`config.mk`:
```
export PLATFORM = sky130hd
export DESIGN_NAME = rgb2ycbcr_pipe_flat
export DESIGN_NICKNAME = d
export VERILOG_FILES = /design/src/rtl/rgb2ycbcr_pipe_if.sv /design/src/rtl/rgb2ycbcr_pipe.sv /design/src/flat_wrapper.sv
export SDC_FILE = /design/constraint.sdc
export NUM_CORES = 1
export LEC_CHECK = 0
export BUFFER_PORTS_ARGS = -buffer_cell sky130_fd_sc_hd__clkbuf_2
export CORE_ASPECT_RATIO = 0.9
export CORE_UTILIZATION = 40
export CTS_CLUSTER_DIAMETER = 60
export CTS_CLUSTER_SIZE = 40
export DETAILED_ROUTE_END_ITERATION = 16
export PLACE_DENSITY_LB_ADDON = 0.2
export SYNTH_ARGS = -nofsm -noshare
export SYNTH_HDL_FRONTEND = slang
export SYNTH_SLANG_ARGS = --single-unit
```
`constraint.sdc`:
```
create_clock -name clk -period 8.6 [get_ports clk]
set_input_delay 0.43 -clock clk [delete_from_list [all_inputs] [get_ports clk]]
set_output_delay 0.43 -clock clk [all_outputs]
set_load 0.02 [all_outputs]
```
`src/rtl/rgb2ycbcr_pipe_if.sv`:
```
// rgb2ycbcr_pipe_if: video stream bundle (syncs, RGB in, YCbCr out, mode control) for rgb2ycbcr_pipe
interface rgb2ycbcr_pipe_if #(parameter int R_W = 5, parameter int G_W = 6, parameter int B_W = 5);
  logic ce;
  logic mode;
  logic pre_vsync;
  logic pre_hsync;
  logic pre_de;
  logic [R_W-1:0] img_r;
  logic [G_W-1:0] img_g;
  logic [B_W-1:0] img_b;
  logic post_vsync;
  logic post_hsync;
  logic post_de;
  logic [7:0] img_y;
  logic [7:0] img_cb;
  logic [7:0] img_cr;
  logic mode_act;
  modport master (
    output ce, mode, pre_vsync, pre_hsync, pre_de, img_r, img_g, img_b,
    input post_vsync, post_hsync, post_de, img_y, img_cb, img_cr, mode_act
  );
  modport slave (
    input ce, mode, pre_vsync, pre_hsync, pre_de, img_r, img_g, img_b,
    output post_vsync, post_hsync, post_de, img_y, img_cb, img_cr, mode_act
  );
endinterface

```
`src/rtl/rgb2ycbcr_pipe.sv`:
```
// rgb2ycbcr_pipe: 3-stage full-range RGB->YCbCr converter with ce stall; define RGB2YCBCR_BT709_EN for frame-locked BT.709 mode
module rgb2ycbcr_pipe #(
  parameter int R_W = 5,
  parameter int G_W = 6,
  parameter int B_W = 5
) (
  input logic clk,
  input logic rst_n,
  rgb2ycbcr_pipe_if.slave bus
);
  localparam logic [71:0] K601 = {8'd21, 8'd107, 8'd128, 8'd128, 8'd85, 8'd43, 8'd29, 8'd150, 8'd77};
  logic [7:0] x8 [3];
  logic [15:0] p [9];
  logic [17:0] s [3];
  logic [7:0] y_q, cb_q, cr_q;
  logic [2:0] vs_d, hs_d, de_d;
  logic v1;
  logic mode_act_q;
  logic [71:0] k;
  if (R_W == 8) begin : g_r8
    assign x8[0] = bus.img_r;
  end else begin : g_rx
    assign x8[0] = {bus.img_r, bus.img_r[R_W-1 -: 8-R_W]};
  end
  if (G_W == 8) begin : g_g8
    assign x8[1] = bus.img_g;
  end else begin : g_gx
    assign x8[1] = {bus.img_g, bus.img_g[G_W-1 -: 8-G_W]};
  end
  if (B_W == 8) begin : g_b8
    assign x8[2] = bus.img_b;
  end else begin : g_bx
    assign x8[2] = {bus.img_b, bus.img_b[B_W-1 -: 8-B_W]};
  end
`ifdef RGB2YCBCR_BT709_EN
  localparam logic [71:0] K709 = {8'd12, 8'd116, 8'd128, 8'd128, 8'd99, 8'd29, 8'd19, 8'd183, 8'd54};
  logic vs_q;
  assign k = mode_act_q ? K709 : K601;
  // Load the coefficient set on a rising vsync so a frame never mixes sets
  always_ff @(posedge clk or negedge rst_n)
    if (!rst_n) begin
      vs_q <= 1'b0;
      mode_act_q <= 1'b0;
    end else if (bus.ce) begin
      vs_q <= bus.pre_vsync;
      if (bus.pre_vsync && !vs_q) mode_act_q <= bus.mode;
    end
`else
  logic unused_mode;
  assign unused_mode = bus.mode;
  assign k = K601;
  assign mode_act_q = 1'b0;
`endif
  function automatic logic [7:0] sat(input logic [17:0] v);
    return v[17] ? 8'd0 : v[16] ? 8'd255 : v[15:8];
  endfunction
  // Products, offset sums, saturated bytes and sync delay all advance together on ce;
  // v1 keeps sums of the reset-cleared products from reaching the output
  always_ff @(posedge clk or negedge rst_n)
    if (!rst_n) begin
      for (int i = 0; i < 9; i++) p[i] <= '0;
      for (int i = 0; i < 3; i++) s[i] <= '0;
      v1 <= 1'b0;
      y_q <= '0;
      cb_q <= '0;
      cr_q <= '0;
      vs_d <= '0;
      hs_d <= '0;
      de_d <= '0;
    end else if (bus.ce) begin
      v1 <= 1'b1;
      for (int i = 0; i < 3; i++)
        for (int j = 0; j < 3; j++)
          p[3*i+j] <= 16'(x8[j]) * 16'(k[8*(3*i+j) +: 8]);
      s[0] <= v1 ? 18'(p[0]) + 18'(p[1]) + 18'(p[2]) + 18'd128 : '0;
      s[1] <= v1 ? 18'd32896 + 18'(p[5]) - 18'(p[3]) - 18'(p[4]) : '0;
      s[2] <= v1 ? 18'd32896 + 18'(p[6]) - 18'(p[7]) - 18'(p[8]) : '0;
      y_q <= sat(s[0]);
      cb_q <= sat(s[1]);
      cr_q <= sat(s[2]);
      vs_d <= {vs_d[1:0], bus.pre_vsync};
      hs_d <= {hs_d[1:0], bus.pre_hsync};
      de_d <= {de_d[1:0], bus.pre_de};
    end
  assign bus.img_y = y_q;
  assign bus.img_cb = cb_q;
  assign bus.img_cr = cr_q;
  assign bus.post_vsync = vs_d[2];
  assign bus.post_hsync = hs_d[2];
  assign bus.post_de = de_d[2];
  assign bus.mode_act = mode_act_q;
endmodule

```
`src/flat_wrapper.sv`:
```
// flat-port wrapper written by rule: the top's interface ports become plain ports
module rgb2ycbcr_pipe_flat 
#(
  parameter int R_W = 5,
  parameter int G_W = 6,
  parameter int B_W = 5
)
  (clk, rst_n, bus_ce, bus_mode, bus_pre_vsync, bus_pre_hsync, bus_pre_de, bus_img_r, bus_img_g, bus_img_b, bus_post_vsync, bus_post_hsync, bus_post_de, bus_img_y, bus_img_cb, bus_img_cr, bus_mode_act);
  rgb2ycbcr_pipe_if #(.R_W(R_W), .G_W(G_W), .B_W(B_W)) bus_i ();
  input logic clk;
  input logic rst_n;
  input wire logic [$bits(bus_i.ce)-1:0] bus_ce;
  input wire logic [$bits(bus_i.mode)-1:0] bus_mode;
  input wire logic [$bits(bus_i.pre_vsync)-1:0] bus_pre_vsync;
  input wire logic [$bits(bus_i.pre_hsync)-1:0] bus_pre_hsync;
  input wire logic [$bits(bus_i.pre_de)-1:0] bus_pre_de;
  input wire logic [$bits(bus_i.img_r)-1:0] bus_img_r;
  input wire logic [$bits(bus_i.img_g)-1:0] bus_img_g;
  input wire logic [$bits(bus_i.img_b)-1:0] bus_img_b;
  output wire logic [$bits(bus_i.post_vsync)-1:0] bus_post_vsync;
  output wire logic [$bits(bus_i.post_hsync)-1:0] bus_post_hsync;
  output wire logic [$bits(bus_i.post_de)-1:0] bus_post_de;
  output wire logic [$bits(bus_i.img_y)-1:0] bus_img_y;
  output wire logic [$bits(bus_i.img_cb)-1:0] bus_img_cb;
  output wire logic [$bits(bus_i.img_cr)-1:0] bus_img_cr;
  output wire logic [$bits(bus_i.mode_act)-1:0] bus_mode_act;
  assign bus_i.ce = bus_ce;
  assign bus_i.mode = bus_mode;
  assign bus_i.pre_vsync = bus_pre_vsync;
  assign bus_i.pre_hsync = bus_pre_hsync;
  assign bus_i.pre_de = bus_pre_de;
  assign bus_i.img_r = bus_img_r;
  assign bus_i.img_g = bus_img_g;
  assign bus_i.img_b = bus_img_b;
  assign bus_post_vsync = bus_i.post_vsync;
  assign bus_post_hsync = bus_i.post_hsync;
  assign bus_post_de = bus_i.post_de;
  assign bus_img_y = bus_i.img_y;
  assign bus_img_cb = bus_i.img_cb;
  assign bus_img_cr = bus_i.img_cr;
  assign bus_mode_act = bus_i.mode_act;
  rgb2ycbcr_pipe #(.R_W(R_W), .G_W(G_W), .B_W(B_W)) u_core (.clk(clk), .rst_n(rst_n), .bus(bus_i));
endmodule
```
==> impl_metrics.json, run 1 <==
{
  "outcome": "completed",
  "worstPathArrival_ns": 4.79,
  "post-cts-setup-buffers": 0,
  "ios": 51,
  "cts_max_path_buffers": 2,
  "synth_top_area_share_pct": 27.3,
  "tightest_slew_ns": 0.927,
  "drv_slew": 0,
  "synth_area_leaders": "dfrtp_1 (27%), ha_1 (24%), fa_1 (9.5%)",
  "drtPass1Iterations": 4,
  "vias": 10200,
  "area_growth_pct": 8.91,
  "ys_ff_latch": 160,
  "p_per_area_nw_per_um2": 350,
  "hold_buffers": 0,
  "antenna_found_initial": 1,
  "timing.slew.headroom_pct": 38.2,
  "numCtsBuffers": 17,
  "yosysWarningCount": 0,
  "synth_common_cells": "ha_1 (281), inv_1 (242), dfrtp_1 (160)",
  "dieHeight_um": 184,
  "drv_cap": 0,
  "async_flop_share_pct": 100,
  "num_rows": 66,
  "synthFlopType": "dfrtp_1",
  "fill_cells": 3528,
  "drive_gt1_share_pct": 10.2,
  "p_leak_nw": 8.20,
  "avgSynthCellArea_um2": 9.85,
  "max_freq_ghz": 0.224,
  "critPathMaxFanout": 8,
  "hold_slack_ns": 0.0648,
  "hpwl_mm": 25.4,
  "start_kind": "register",
  "finalWirelength_mm": 32.1,
  "grt_util_all_layers_pct": 18.0,
  "die_x_um": 204,
  "final_hold_viol_count": 0,
  "clock_sinks": 160,
  "worstSkewPairLatency_ns": 0.44,
  "grt_pass1_vias": 10100,
  "place_congestion": 0.861,
  "syn-instance-count": 1492,
  "drc": 0,
  "setup_viol": 0,
  "synth.most_common_cell": "ha_1",
  "htree_levels": 4,
  "setup-tns-final_ns": 0,
  "n_antenna_cell": 0,
  "grt_pass1_wl_mm": 53.2,
  "fin_crit_sh_pct": 52.0,
  "tritoncts": "yes",
  "clk_pin_slew_ns": 0.08,
  "ctsResizeCount": 0,
  "synth_edf_count": 0,
  "cts_root_buf": "clkbuf_16",
  "synth_seq_area_share_pct": 27.3,
  "grt_max_degree": 98,
  "setup.worst_path.end_class": "register",
  "io_buffers": 48,
  "start_util_pct": 40.6,
  "first_iter_violations": 475,
  "crit_required_ns": 8.93,
  "wl_per_cell_um": 15.9,
  "viasPerCell": 5.04,
  "syn_nets": 1866,
  "drtAntennaViolNets": 0,
  "rsz0062_at_grt": "no",
  "ir_worst_vdd_mv": 0.182,
  "syn_area_um2": 14700,
  "core_um2": 36200,
  "nNetsFinal": 1901,
  "synth.distinct_cells": 62,
  "hold_path.class": "in -> async",
  "die_area_um2": 37500,
  "path_class": "reg -> reg",
  "skew_ns": 0.0165,
  "yosys.area.top_type": "dfrtp_1",
  "gr-total-overflow": 0,
  "min_period_ns": 4.47
}
==> metal layers <==
| metal | part of all wire [%] | vias up | track usage [%] | routed length [um] |
|---|---|---|---|---|
| met4 | 1.1 | 0 | 3.61 | 344 |
| met1 | 53 | 4850 | 26.9 | 17000 |
| met2 | 44 | 85 | 28.0 | 14000 |
| met5 | 0 | - | 0 | 0 |
| met3 | 2.3 | 23 | 1.81 | 730 |
| li1 | - | 5211 | - | - |
==> critical path, cell delays in order, from the launching register on <==
cell and delay (ns):
dfrtp_1 0.50, ha_1 0.27, inv_1 0.07, fa_1 0.22
nor2b_1 0.07, o31a_1 0.27, o31ai_1 0.37, nand2b_1 0.10
a21oi_1 0.18, xnor2_1 0.14, ha_1 0.25, ha_1 0.23
or4_1 0.51, nor3_1 0.29, nor3_1 0.15, o31ai_1 0.41
nor3_1 0.08, a211o_1 0.25
==> area by class of cell <==
type / count / area, um^2 / share of cell area [%]
multi-input cells: 1054 / 9640 / 60.3
flip-flops and latches: 160 / 4000 / 25.0
inverters: 242 / 910 / 5.68
well taps: 476 / 596 / 3.72
clock buffers: 17 / 425 / 2.66
repair buffers: 52 / 279 / 1.74
clock inverters: 15 / 146 / 0.915
==> metrics by stage <==
step | util (%) | setup slack (ns) | instance area (um^2) | std cells | total power (W)
final | 44.2 | 4.13 | 16000 | 2016 | 0.00560
after global routing | 44.2 | 3.83 | 16000 | 2016 | 0.00618
after CTS | 44.2 | 4.14 | 16000 | 2016 | 0.00566
after detailed placement | 42.7 | 4.04 | 15400 | 1984 | 0.00486
after global placement | 42.7 | 4.08 | 15400 | 1984 | 0.00480
after floorplan | - | 4.72 | 14700 | 1492 | 0.00399
==> flip-flops by register name, indices dropped and copies added (netlist names) <==
signal and count:
u_core.p 96, u_core.s 30, u_core.bus.img_cb 8, u_core.bus.img_cr 8, u_core.bus.img_y 8, u_core.de_d 3
u_core.hs_d 3, u_core.vs_d 3, u_core.v1 1
==> worst paths after layout <==
| kind | start | endpoint | slack (ns) | cells after the start |
|---|---|---|---|---|
| max in group asynchronous | rst_n | u_core.p[61] | 7.06 | 2 |
| min in group clk | bus_pre_vsync | u_core.vs_d[0] | 0.23 | 2 |
| worst min-delay path | rst_n | u_core.bus.img_cr[5] | 0.06 | 1 |
| worst max register to register | u_core.p[45] | u_core.s[52] | 4.13 | 17 |
| worst max-delay path | u_core.p[45] | u_core.s[52] | 4.13 | 17 |
| worst min register to register | u_core.s[50] | u_core.s[50] | 0.48 | 1 |
==> power by group <==
group          internal [W]  switching (W)
Combinational       0.00162        0.00196
Clock              0.000387       0.000370
Sequential          0.00105       0.000226
Total               0.00305        0.00255
==> logic make-up after synthesis <==
| family | after synthesis | synth area share (%) |
|---|---|---|
| adder cells (fa/ha/maj) | 351 | 33.5 |
| AO/OA/AOI/OAI | 297 | 13.8 |
| buffers and inverters | 278 | 7.13 |
| AND/OR/NAND/NOR | 254 | 8.32 |
| flip-flops | 160 | 27.3 |
| XOR/XNOR | 90 | 5.36 |
| multiplexers | 61 | 4.65 |
| other | 1 | 0.0255 |
==> layout by cell type, fill, tap and decap left out, types with 22 or more instances in the layout <==
cell / count
a21oi_1: 71
o21bai_1: 23
mux2_2: 58
xnor2_1: 68
nor2_1: 58
fa_1: 70
clkbuf_2: 46
o31ai_1: 35
xor2_1: 22
dfrtp_1: 160
nand2_1: 84
inv_1: 241
a21o_1: 32
o21ai_0: 44
ha_1: 281
No activity file was read; power rests on OpenSTA's default activity.
==> run 2: changes to the inputs <==
- clock period: 8.6 -> 4.6 ns (I/O delays scaled with it)
==> impl_metrics.json, run 2 (synthesis results as in run 1) <==
{
  "fill_cells": 3470,
  "rsz0062_at_grt": "no",
  "outcome": "completed",
  "grt_pass1_vias": 10200,
  "clk_pin_slew_ns": 0.07,
  "wl_per_cell_um": 16.1,
  "critPathLaunch": "u_core.p[113]",
  "timing.slew.headroom_pct": 37.0,
  "drive_gt1_share_pct": 10.5,
  "grt_util_all_layers_pct": 18.2,
  "cts_max_path_buffers": 2,
  "p_leak_nw": 8.24,
  "grt_max_degree": 87,
  "final_hold_viol_count": 0,
  "ir_worst_vdd_mv": 0.346,
  "hpwl_mm": 25.7,
  "hold_path.class": "in -> reg",
  "holdPathEnd": "u_core.vs_d[0]",
  "largest_reg_flops": 96,
  "cp_slowest_cell": "or4_1",
  "cts_root_buf": "clkbuf_16",
  "p_per_area_nw_per_um2": 655,
  "path_class": "reg -> reg",
  "layout_common_cells": "ha_1 (281), inv_1 (241), dfrtp_1 (160), nand2_1 (84), a21oi_1 (71)",
  "setup-tns-final_ns": 0,
  "top_regs": "u_core.p: 96 flops, u_core.s: 30 flops",
  "finalWirelength_mm": 32.5,
  "drv_slew": 0,
  "drc": 0,
  "critPathBufInv": 1,
  "first_iter_violations": 486,
  "die_area_um2": 37500,
  "r2r_cells": 17,
  "ios": 51,
  "rr_startpoint": "u_core.p[113]",
  "gr-total-overflow": 0,
  "hold_start": "bus_pre_vsync",
  "final_core_util_pct": 44.5,
  "cpPeakStageDelay_ns": 0.50,
  "dieHeight_um": 184,
  "die_x_um": 204,
  "tightest_slew_ns": 0.945,
  "nNetsFinal": 1907,
  "stdcell_area_um2": 16100,
  "htree_levels": 4,
  "num_rows": 66,
  "fin_crit_sh_pct": 91.1,
  "core_um2": 36200,
  "hold_slack_ns": 0.0302,
  "start_util_pct": 40.6,
  "start_kind": "register",
  "critPathMaxFanout": 4,
  "tritoncts": "yes",
  "place_congestion": 0.861,
  "viasPerCell": 5.07,
  "drtPass1Iterations": 5,
  "io_buffers": 48,
  "post-cts-setup-buffers": 0,
  "worstSkewPairLatency_ns": 0.44,
  "min_period_ns": 4.19,
  "antenna_found_initial": 0,
  "setup_viol": 0,
  "drv_cap": 0,
  "setup.worst_path.end_class": "register",
  "final_common_cell": "ha_1",
  "grt_pass1_wl_mm": 53.8,
  "vias": 10200,
  "top_register": "u_core.p",
  "worst_path_most_repeated_cell": "ha_1",
  "crit_required_ns": 4.92,
  "rrSetupSlack_ns": 0.41,
  "worstPathCellList": "ha_1 -> inv_1 -> fa_1 -> nor2b_1 -> o31a_1 -> o31ai_1 -> nand2b_1 -> a21oi_1 -> xnor2_1 -> ha_1 -> ha_1 -> or4_1 -> nor3_1 -> nor2_1 -> a21o_1 -> a211o_1 -> a22o_1",
  "max_freq_ghz": 0.239,
  "worstPathArrival_ns": 4.51,
  "numCtsBuffers": 17,
  "clock_sinks": 160,
  "worstHoldPathCells": 2,
  "crit_family": "compound AO/OA/AOI/OAI gates",
  "regToRegEndpoint": "u_core.s[49]",
  "n_antenna_cell": 0,
  "skew_ns": 0.0170,
  "dpl_cell_area_um2": 15500,
  "drtAntennaViolNets": 0,
  "area_growth_pct": 9.43
}
[run 2: worst max-delay path by stage]
stage	to	slack (ns)	cells past startpoint
after global placement	u_core.s[52]	0.39	17
after global routing	u_core.s[52]	0.02	17
final	u_core.s[49]	0.41	17
after CTS	u_core.s[52]	0.28	17
after detailed placement	u_core.s[52]	0.33	17
after floorplan	u_core.s[52]	0.72	17
[run 2: routing by layer]
metal | up-vias | global-route usage, % | routed length [um]
met1 | 4909 | 27.3 | 17200
met4 | 0 | 3.73 | 369
met2 | 99 | 28.0 | 14200
li1 | 5220 | - | -
met5 | - | 0 | 0
met3 | 20 | 2.09 | 662
[run 2: through the flow]
stage | cells | power [W] | setup slack [ns]
floorplan | 1492 | 0.00745 | 0.725
finish | 2022 | 0.0105 | 0.409
detailed placement | 1989 | 0.00906 | 0.329
global route | 2022 | 0.0116 | 0.0221
global placement | 1989 | 0.00898 | 0.390
CTS | 2022 | 0.0106 | 0.276
[run 2: layout make-up]
type / count / area (um^2) / area share [%]
clock inverters: 15 / 170 / 1.06
clock buffers: 17 / 425 / 2.65
flip-flops and latches: 160 / 4000 / 24.9
repair buffers: 58 / 327 / 2.03
multi-input cells: 1054 / 9650 / 60.0
well taps: 476 / 596 / 3.70
inverters: 242 / 910 / 5.66
[run 2: what timing repair did]
item / 4_1_cts / 5_1_grt
endpoints found under the setup margin: 0 / 3
hold buffers: 1 / 0
endpoints found under the hold margin: 78 / 0
resized for setup: 0 / 1
[run 2: power by group]
group          switching (W)  total [W]  internal, W
registers           0.000425    0.00238      0.00196
clock network       0.000689    0.00147     0.000779
logic                0.00363    0.00668      0.00305
total                0.00475     0.0105      0.00579
